--- src/rtl/rsa_host_link.sv ---
// Host-side link engine for the RSA UART protocol: serializes {key, mod, plaintext}
// into a 12-byte TX frame, then collects the 4-byte ciphertext reply into result.
module rsa_host_link #(
    parameter int WordSize = 32
) (
    input  logic                clk,
    input  logic                reset,
    input  logic                start,
    input  logic [WordSize-1:0] key,
    input  logic [WordSize-1:0] mod,
    input  logic [WordSize-1:0] plaintext,
    output logic [7:0]          tx_data,
    output logic                tx_wrreq,
    input  logic                tx_full,
    input  logic [7:0]          rx_data,
    output logic                rx_rdreq,
    input  logic                rx_empty,
    output logic [WordSize-1:0] result,
    output logic                busy,
    output logic                done,
    output logic [1:0]          state_dbg
);

    localparam int FrameBits = 3 * WordSize;
    localparam int TxBytes   = FrameBits / 8;
    localparam int RxBytes   = WordSize / 8;
    localparam logic [3:0] TxLast = 4'(TxBytes - 1);
    localparam logic [3:0] RxLast = 4'(RxBytes - 1);

    typedef enum logic [1:0] {
        IDLE = 2'd0,
        SEND = 2'd1,
        RECV = 2'd2,
        DONE = 2'd3
    } state_t;

    state_t               state;
    logic [FrameBits-1:0] sh;
    logic [3:0]           cnt;

    // FIFO strobes: a byte moves on every rising edge where the strobe is high.
    // The strobe is only raised when the FIFO side can accept (tx_full=0) or
    // offers (rx_empty=0) a byte, so the strobe itself is the transfer event.
    assign tx_wrreq  = (state == SEND) && !tx_full;
    assign rx_rdreq  = (state == RECV) && !rx_empty;
    assign tx_data   = sh[FrameBits-1 -: 8];
    assign busy      = (state != IDLE);
    assign done      = (state == DONE);
    assign state_dbg = state;

    always_ff @(posedge clk or posedge reset) begin
        if (reset) begin
            state  <= IDLE;
            sh     <= '0;
            cnt    <= '0;
            result <= '0;
        end else begin
            case (state)
                IDLE: begin
                    if (start) begin
                        sh    <= {key, mod, plaintext};
                        cnt   <= '0;
                        state <= SEND;
                    end
                end
                SEND: begin
                    if (!tx_full) begin
                        sh <= {sh[FrameBits-9:0], 8'h00};
                        if (cnt == TxLast) begin
                            cnt   <= '0;
                            state <= RECV;
                        end else begin
                            cnt <= cnt + 4'd1;
                        end
                    end
                end
                RECV: begin
                    // The frame has fully shifted out, so the low word is free for assembly.
                    if (!rx_empty) begin
                        sh[WordSize-1:0] <= {sh[WordSize-9:0], rx_data};
                        if (cnt == RxLast) begin
                            result <= {sh[WordSize-9:0], rx_data};
                            cnt    <= '0;
                            state  <= DONE;
                        end else begin
                            cnt <= cnt + 4'd1;
                        end
                    end
                end
                DONE: begin
                    state <= IDLE;
                end
                default: begin
                    state <= IDLE;
                end
            endcase
        end
    end

endmodule

--- config.mk ---
export PLATFORM = sky130hd
export DESIGN_NAME = rsa_host_link
export DESIGN_NICKNAME = d
export VERILOG_FILES = /design/src/rtl/rsa_host_link.sv
export SDC_FILE = /design/constraint.sdc
export NUM_CORES = 1
export LEC_CHECK = 0
export CORE_AREA = 3 3 117 119
export DETAILED_ROUTE_END_ITERATION = 16
export DIE_AREA = 0 0 120 122
export GPL_TIMING_DRIVEN = 0
export PLACE_DENSITY = 0.78
export SLEW_MARGIN = 20
export SYNTH_ARGS = -nofsm -noshare
export SYNTH_HDL_FRONTEND = slang
export SYNTH_SLANG_ARGS = --single-unit
--- constraint.sdc ---
create_clock -name clk -period 5.1 [get_ports clk]
set_clock_uncertainty 0.2 [all_clocks]
set_input_delay 1.02 -clock clk [delete_from_list [all_inputs] [get_ports clk]]
set_output_delay 1.02 -clock clk [all_outputs]
set_load 0.02 [all_outputs]
==> flow_summary.yaml, run 1 <==
outcome:
  outcome: "finished clean"
synth:
  synth_async_sr_flop_share: 1.00
  synthFlopType: "dfrtp_1"
  synth.area.top_cells: "dfrtp_1 (54%), mux2i_1 (11%), a21oi_1 (7.3%), mux2_2 (4.9%), nor2_1 (4.1%)"
  synth_edf_count: 0
  synth_top_family_by_area: "multiplexers"
  synthAdderAreaFrac: 0.0102
  syn_area_per_cell_um2: 10.6
  syn_inst: 579
  synth_seq_cells: 134
  synth_cell_types: 34
  synth_warnings: 0
  synth_top_area_share: 0.545
  synthSimpleGateAreaFrac: 0.112
  synth_compound_area_frac: 0.120
  synth_xor_area_frac: 0
  muxShareOfSynthArea: 0.167
  yosysSeqAreaShare: 0.545
  syn-num-nets: 693
  netlist_area_mm2: 0.00616
  synth.largest_area_cell: "dfrtp_1"
grt:
  grt_usage: 0.226
  grt_max_degree: 77
  antenna_found_initial: 0
  grt_pass1_vias: 5276
  gr-total-overflow: 0
  grt_pass1_wl_um: 26000
layout:
  final_common_cell: "clkdlybuf4s50_1"
  diodes: 0
  drive_above_1_share: 0.137
  final_area_mm2: 0.00856
  final_cells: 938
  num-nets-final: 867
  nFillCells: 969
  syn_to_final_growth_pct: 39.0
  final_cell_mix: "clkdlybuf4s50_1 (154), dfrtp_1 (134), a21oi_1 (90)"
detailed_routing:
  wl_per_cell_um: 17.0
  dr.pass1.iters: 4
  via_per_inst: 5.28
  met1Wirelength_um: 6900
  detail-route-antenna-nets: 0
  vias: 4954
  routed_wl_um: 15900
  dr_wl_met2_um: 7860
  post-route-drc-count: 0
  drt_iter0_markers: 319
  highest_layer: "met4"
  met3_length_um: 944
place:
  placed_area_mm2: 0.00795
  dp_hpwl_um: 11700
  place.gp.congestion: 0.851
  numPortBuffers: 154
  placed_cells: 906
floorplanning:
  core_area_mm2: 0.0127
  ios: 155
  die_x_um: 120
  num_rows: 41
  start_util: 0.486
  fp.dieH_um: 122
  die_area_mm2: 0.0146
cts:
  path_clk_slew_ns: 0.05
  cts_hold_buffers: 0
  cts-root-buf: "clkbuf_16"
  cts_sinks: 134
  clockBufferDepth: 2
  post_cts_buffers: 0
  tritoncts: "built"
  htreeDepth: 4
  clock_latency_ns: 0.42
  ctsResizeCount: 0
  numCtsBuffers: 17
setup_path:
  cp.buffers_inverters: 5
  cp_max_fo: 10
  critical_path_arrival_ns: 2.59
  crit_required_ns: 3.88
  start_kind: "flop"
  critPathTopFamily: "buffers and inverters"
  critical_path_class: "flop to output port"
  path_cells: "inv_1, ha_1, buf_6, buf_4, buf_2, nor2b_1, clkdlybuf4s50_1"
  max_stage_delay_ns: 0.65
  endpoint_kind: "output port"
  crit_slowest_cell: "clkdlybuf4s50_1"
sta:
  hold_viol_final: 0
  period_minus_slack_ns: 3.81
  fmax_mhz: 262
  tns_ns: 0
  maxSlewViolCount: 0
  rsz0062_at_grt: "false"
  period_share: 0.747
  setup_violations: 0
  worst_pin_slew_ns: 0.568
  maxSlewHeadroom: 0.621
pwr:
  power_density_mw_per_mm2: 645
  leakage_nw: 3.68
  peakVddDrop_mv: 0.286
job:
  drv_cap: 0
worst_hold_path:
  hold_class: "flop to flop"
[layout make-up]
cell class                      instances  area [um2]  area share
Sequential cell                       134        3350       0.392
Multi-Input combinational cell        393        2520       0.294
Timing Repair Buffer                  155        1570       0.183
Clock buffer                           24         492      0.0574
Buffer                                 47         268      0.0313
Tap cell                              172         215      0.0251
Clock inverter                          8         120      0.0140
Inverter                                5        26.3     0.00307
[report_power, final]
group,internal (mW),switching (mW),total (mW)
Sequential,1.50,0.259,1.76
Combinational,1.06,1.46,2.52
Clock,0.818,0.428,1.25
Total,3.38,2.15,5.52
[registers in the layout, indices dropped and copies added (netlist names)]
register   flops
sh            96
result        32
cnt            4
state_dbg      2
[cells in the mapped netlist, types with 6 or more instances]
cell type,number
nor2_1,67
dfrtp_1,134
nand2_1,37
clkbuf_1,6
buf_2,29
nor2b_1,33
buf_4,10
o21ai_0,28
mux2_2,27
o21ai_1,9
a31oi_1,8
a21oi_1,90
mux2i_1,65
[metrics by stage]
stage	total power, mW	hold WS [ns]	worst slack, ns	utilization
finish	5.52	0.287	1.29	0.676
global route	5.92	0.318	1.16	0.676
CTS	5.56	0.292	1.26	0.676
detailed placement	4.29	0.280	1.53	0.627
global placement	4.19	0.269	-1.41	0.624
floorplan	3.47	0.250	0.297	-
[logic make-up after synthesis]
family | Yosys count
adders and majority gates | 5
and+or+nand+nor | 149
muxes | 98
AOI/OAI and AO/OA | 141
DFF | 134
buffers and inverters | 52
[layer usage]
| layer | vias up | GRT usage |
|---|---|---|
| met2 | 173 | 0.374 |
| met1 | 2424 | 0.282 |
| met3 | 21 | 0.0604 |
| li1 | 2336 | - |
| met5 | - | 0 |
| met4 | 0 | 0.0952 |
[path summary, 6_finish.rpt]
check | start | to | slack [ns] | cells past startpoint
max in group asynchronous | reset | result[31] | 3.17 | 3
max reg2reg | state_dbg[0] | sh[81] | 2.87 | 8
min in group asynchronous | reset | result[0] | 0.88 | 2
min reg2reg | sh[28] | sh[28] | 0.29 | 2
min | sh[28] | sh[28] | 0.29 | 2
max | state_dbg[1] | tx_wrreq | 1.29 | 7
[tightest hold or removal path: stages, from the launching register on]
cell and delay [ns]:
dfrtp_1 0.34, nand2_1 0.05, o21ai_0 0.06
No activity file was read; power rests on OpenSTA's default activity.
==> run 2: changes to the inputs <==
--- a/config.mk
+++ b/config.mk
@@ -5,11 +5,11 @@
 export SDC_FILE = /design/constraint.sdc
 export NUM_CORES = 1
 export LEC_CHECK = 0
-export CORE_AREA = 3 3 117 119
+export CORE_AREA = 3 3 121 123
 export DETAILED_ROUTE_END_ITERATION = 16
-export DIE_AREA = 0 0 120 122
+export DIE_AREA = 0 0 124 126
 export GPL_TIMING_DRIVEN = 0
-export PLACE_DENSITY = 0.78
+export PLACE_DENSITY = 0.77
 export SLEW_MARGIN = 20
 export SYNTH_ARGS = -nofsm -noshare
 export SYNTH_HDL_FRONTEND = slang
==> constraint.sdc (replaced) <==
create_clock -name clk -period 3.5 [get_ports clk]
set_clock_uncertainty 0.2 [all_clocks]
set_input_delay 0.7 -clock clk [delete_from_list [all_inputs] [get_ports clk]]
set_output_delay 0.7 -clock clk [all_outputs]
set_load 0.02 [all_outputs]
==> flow_summary.yaml, run 2 (same netlist as run 1, synthesis figures left out) <==
cts:
  cts-root-buf: "clkbuf_16"
  tritoncts: "built"
  clockBufferDepth: 2
  numCtsBuffers: 17
  htreeDepth: 4
  cts_sinks: 134
  post_cts_buffers: 0
  ctsResizeCount: 0
  path_clk_slew_ns: 0.06
  clock_latency_ns: 0.42
  cts_hold_buffers: 0
setup_path:
  critical_path_class: "flop to output port"
  crit_required_ns: 2.60
  cp_max_fo: 19
  endpoint_kind: "output port"
  start_kind: "flop"
  critical_path_arrival_ns: 2.34
detailed_routing:
  detail-route-antenna-nets: 0
  routed_wl_um: 16500
  highest_layer: "met4"
  via_per_inst: 5.25
  dr.pass1.iters: 5
  post-route-drc-count: 0
  met1Wirelength_um: 6620
  met3_length_um: 1370
  wl_per_cell_um: 17.4
  drt_iter0_markers: 313
  vias: 4979
  dr_wl_met2_um: 8120
layout:
  final_common_cell: "clkdlybuf4s50_1"
  regMostFlops: "sh"
  final_cell_mix: "clkdlybuf4s50_1 (154), dfrtp_1 (134), a21oi_1 (90)"
  largest_register_ff_count: 96
  drive_above_1_share: 0.142
  largest_registers: "sh: 96 flops, result: 32 flops, cnt: 4 flops"
  diodes: 0
  final_cells: 948
  num-nets-final: 869
  syn_to_final_growth_pct: 40.4
pwr:
  peakVddDrop_mv: 0.370
  leakage_nw: 3.71
  power_mw: 8.15
  power_density_mw_per_mm2: 943
floorplanning:
  die_x_um: 124
  ios: 155
  num_rows: 43
  core_area_mm2: 0.0138
  die_area_mm2: 0.0156
  fp.dieH_um: 126
  start_util: 0.447
sta:
  finalWorstSetupSlack_ns: 0.259
  hold_viol_final: 0
  worst_pin_slew_ns: 0.658
  setup_violations: 0
  maxSlewHeadroom: 0.560
  maxSlewViolCount: 0
  period_share: 0.926
  fmax_mhz: 309
  period_minus_slack_ns: 3.24
  rsz0062_at_grt: "false"
place:
  numPortBuffers: 154
  placed_cells: 917
  dp_hpwl_um: 12100
  dp_slack_ns: 0.457
  place.gp.congestion: 0.832
outcome:
  outcome: "finished clean"
grt:
  grt_max_degree: 36
  grt_pass1_wl_um: 26200
  grt_pass1_vias: 5235
  antenna_found_initial: 0
  gr-total-overflow: 0
  grt_usage: 0.217
job:
  drv_cap: 0
worst_hold_path:
  hold_class: "flop to flop"
[run 2: power by group]
part | switching [mW] | internal [mW] | leakage, nW | total, mW
registers | 0.388 | 2.19 | 1.63 | 2.58
clock network | 0.672 | 1.23 | 0.302 | 1.90
logic | 2.13 | 1.54 | 1.77 | 3.67
[run 2: area by class of cell]
| class | count | area (um2) |
|---|---|---|
| Inverter | 5 | 22.5 |
| Tap cell | 180 | 225 |
| Clock inverter | 12 | 175 |
| Clock buffer | 20 | 457 |
| Sequential cell | 134 | 3350 |
| Fill cell | 1126 | 5130 |
| Buffer | 46 | 263 |
| Timing Repair Buffer | 158 | 1630 |
| Multi-Input combinational cell | 393 | 2520 |
[run 2: through the flow]
stage	hold WS, ns	util	cell area (um2)	TNS (ns)
after global placement	0.272	0.575	7930	-25.61
after global routing	0.311	0.627	8640	0
after floorplan	0.250	-	6160	0
after detailed placement	0.279	0.582	8010	0
final	0.283	0.627	8640	0
after CTS	0.292	0.627	8640	0
[run 2: critical path, stage by stage (launching register included)]
cell             delay [ns]
dfrtp_1                0.42
inv_1                  0.10
ha_1                   0.16
buf_6                  0.14
buf_4                  0.29
nor2b_1                0.19
clkdlybuf4s50_1        0.61
[run 2: path summary, 6_finish.rpt]
check                              from        to  slack [ns]  cells after the start
min                              sh[31]    sh[31]        0.28                      2
min in group asynchronous         reset    sh[89]        0.52                      2
max in group asynchronous         reset    sh[18]        1.79                      4
max reg2reg                state_dbg[1]    sh[75]        1.29                      7
max                        state_dbg[1]  tx_wrreq        0.26                      6
min reg2reg                      sh[31]    sh[31]        0.28                      2
[run 2: routing by layer]
metal  track usage  vias to the layer above
met4        0.0805                        0
met2         0.360                      192
met1         0.263                     2418
met5             0                        -
li1              -                     2334
met3        0.0692                       35
==> run 3: changes to the inputs <==
--- a/config.mk
+++ b/config.mk
@@ -9,7 +9,9 @@
 export DETAILED_ROUTE_END_ITERATION = 16
 export DIE_AREA = 0 0 124 126
 export GPL_TIMING_DRIVEN = 0
+export MAX_ROUTING_LAYER = met4
 export PLACE_DENSITY = 0.77
+export SKIP_LAST_GASP = 1
 export SLEW_MARGIN = 20
 export SYNTH_ARGS = -nofsm -noshare
 export SYNTH_HDL_FRONTEND = slang
==> flow_summary.yaml, run 3 (same netlist as run 1, synthesis figures left out) <==
detailed_routing:
  dr.pass1.iters: 4
  drt_iter0_markers: 324
  routed_wl_um: 16500
  wl_per_cell_um: 17.4
  via_per_inst: 5.26
  detail-route-antenna-nets: 0
  post-route-drc-count: 0
  vias: 4987
layout:
  diodes: 0
  largest_register_ff_count: 96
  num-nets-final: 869
  largest_registers: "sh: 96 flops, result: 32 flops, cnt: 4 flops"
  final_common_cell: "clkdlybuf4s50_1"
  drive_above_1_share: 0.142
  final_area_mm2: 0.00864
  regMostFlops: "sh"
  nFillCells: 1126
  syn_to_final_growth_pct: 40.4
  final_cell_mix: "clkdlybuf4s50_1 (154), dfrtp_1 (134), a21oi_1 (90)"
setup_path:
  start_kind: "flop"
  critical_path_class: "flop to output port"
  r2r-start: "state_dbg[1]"
  cp_max_fo: 19
  endpoint_kind: "output port"
  critical_path_arrival_ns: 2.34
  crit_required_ns: 2.60
  worstSetupStartpoint: "state_dbg[1]"
cts:
  tritoncts: "built"
  cts-root-buf: "clkbuf_16"
  cts_sinks: 134
  numCtsBuffers: 17
  clockBufferDepth: 2
  cts_hold_buffers: 0
  path_clk_slew_ns: 0.05
  clock_latency_ns: 0.42
  htreeDepth: 4
job:
  drv_cap: 0
floorplanning:
  core_area_mm2: 0.0138
  num_rows: 43
  start_util: 0.447
  die_x_um: 124
  die_area_mm2: 0.0156
  fp.dieH_um: 126
  ios: 155
pwr:
  power_density_mw_per_mm2: 944
  leakage_nw: 3.71
  peakVddDrop_mv: 0.372
  power_mw: 8.15
place:
  place.gp.congestion: 0.845
  dp_slack_ns: 0.457
  placed_area_mm2: 0.00801
  dp_hpwl_um: 12100
  numPortBuffers: 154
worst_hold_path:
  hp-start: "sh[31]"
  hold_class: "flop to flop"
sta:
  period_minus_slack_ns: 3.24
  period_share: 0.926
  tns_ns: 0
  fmax_mhz: 308
  rsz0062_at_grt: "false"
  hold_viol_final: 0
  worst_pin_slew_ns: 0.657
  finalWorstSetupSlack_ns: 0.258
  holdWs_ns: 0.283
  maxSlewViolCount: 0
  maxSlewHeadroom: 0.561
  setup_violations: 0
grt:
  grt_pass1_vias: 5231
  gr-total-overflow: 0
  antenna_found_initial: 0
  grt_pass1_wl_um: 26200
  grt_usage: 0.223
  grt_max_degree: 36
outcome:
  outcome: "finished clean"
run 3: cell counts in the layout (fill, tap and decap cells not counted):
Identical to the previous run, type by type.
run 3: critical path, stage by stage, from the launching register on:
cell and delay [ns]:
dfrtp_1 0.42, inv_1 0.10, ha_1 0.16, buf_6 0.14
buf_4 0.29, nor2b_1 0.19, clkdlybuf4s50_1 0.61
run 3: metal layers:
metal	track usage	wire (um)	vias up
met5	-	0	-
met4	0.0786	356	0
met3	0.0696	1370	34
met2	0.360	8110	192
met1	0.264	6650	2426
li1	-	-	2335
run 3: final timing paths:
kind | endpoint | slack, ns | cells past startpoint
hold / removal | sh[31] | 0.28 | 2
min in group asynchronous | sh[89] | 0.52 | 2
setup reg to reg | sh[75] | 1.29 | 7
max in group asynchronous | sh[18] | 1.79 | 4
setup / recovery | tx_wrreq | 0.26 | 6
hold reg to reg | sh[31] | 0.28 | 2
run 3: timing repair:
action	in CTS	in global routing
setup endpoints to repair	1	0
setup buffers	0	0
resized for setup	0	0
run 3: stage by stage:
| stage | util | std cells |
|---|---|---|
| final | 0.627 | 948 |
| after CTS | 0.627 | 948 |
| after detailed placement | 0.582 | 917 |
| after floorplan | - | 579 |
| after global routing | 0.627 | 948 |
| after global placement | 0.575 | 913 |
run 3: power by group:
part	internal [mW]	total, mW	switching (mW)
sequential	2.19	2.58	0.387
clock	1.23	1.90	0.673
combinational	1.54	3.68	2.14
run 3: area by class of cell:
class / count / area, um2 / area share
Buffer: 46 / 263 / 0.0304
Clock buffer: 20 / 457 / 0.0529
Clock inverter: 12 / 175 / 0.0203
Inverter: 5 / 22.5 / 0.00261
Multi-Input combinational cell: 393 / 2520 / 0.291
Sequential cell: 134 / 3350 / 0.388
Tap cell: 180 / 225 / 0.0261
Timing Repair Buffer: 158 / 1630 / 0.189
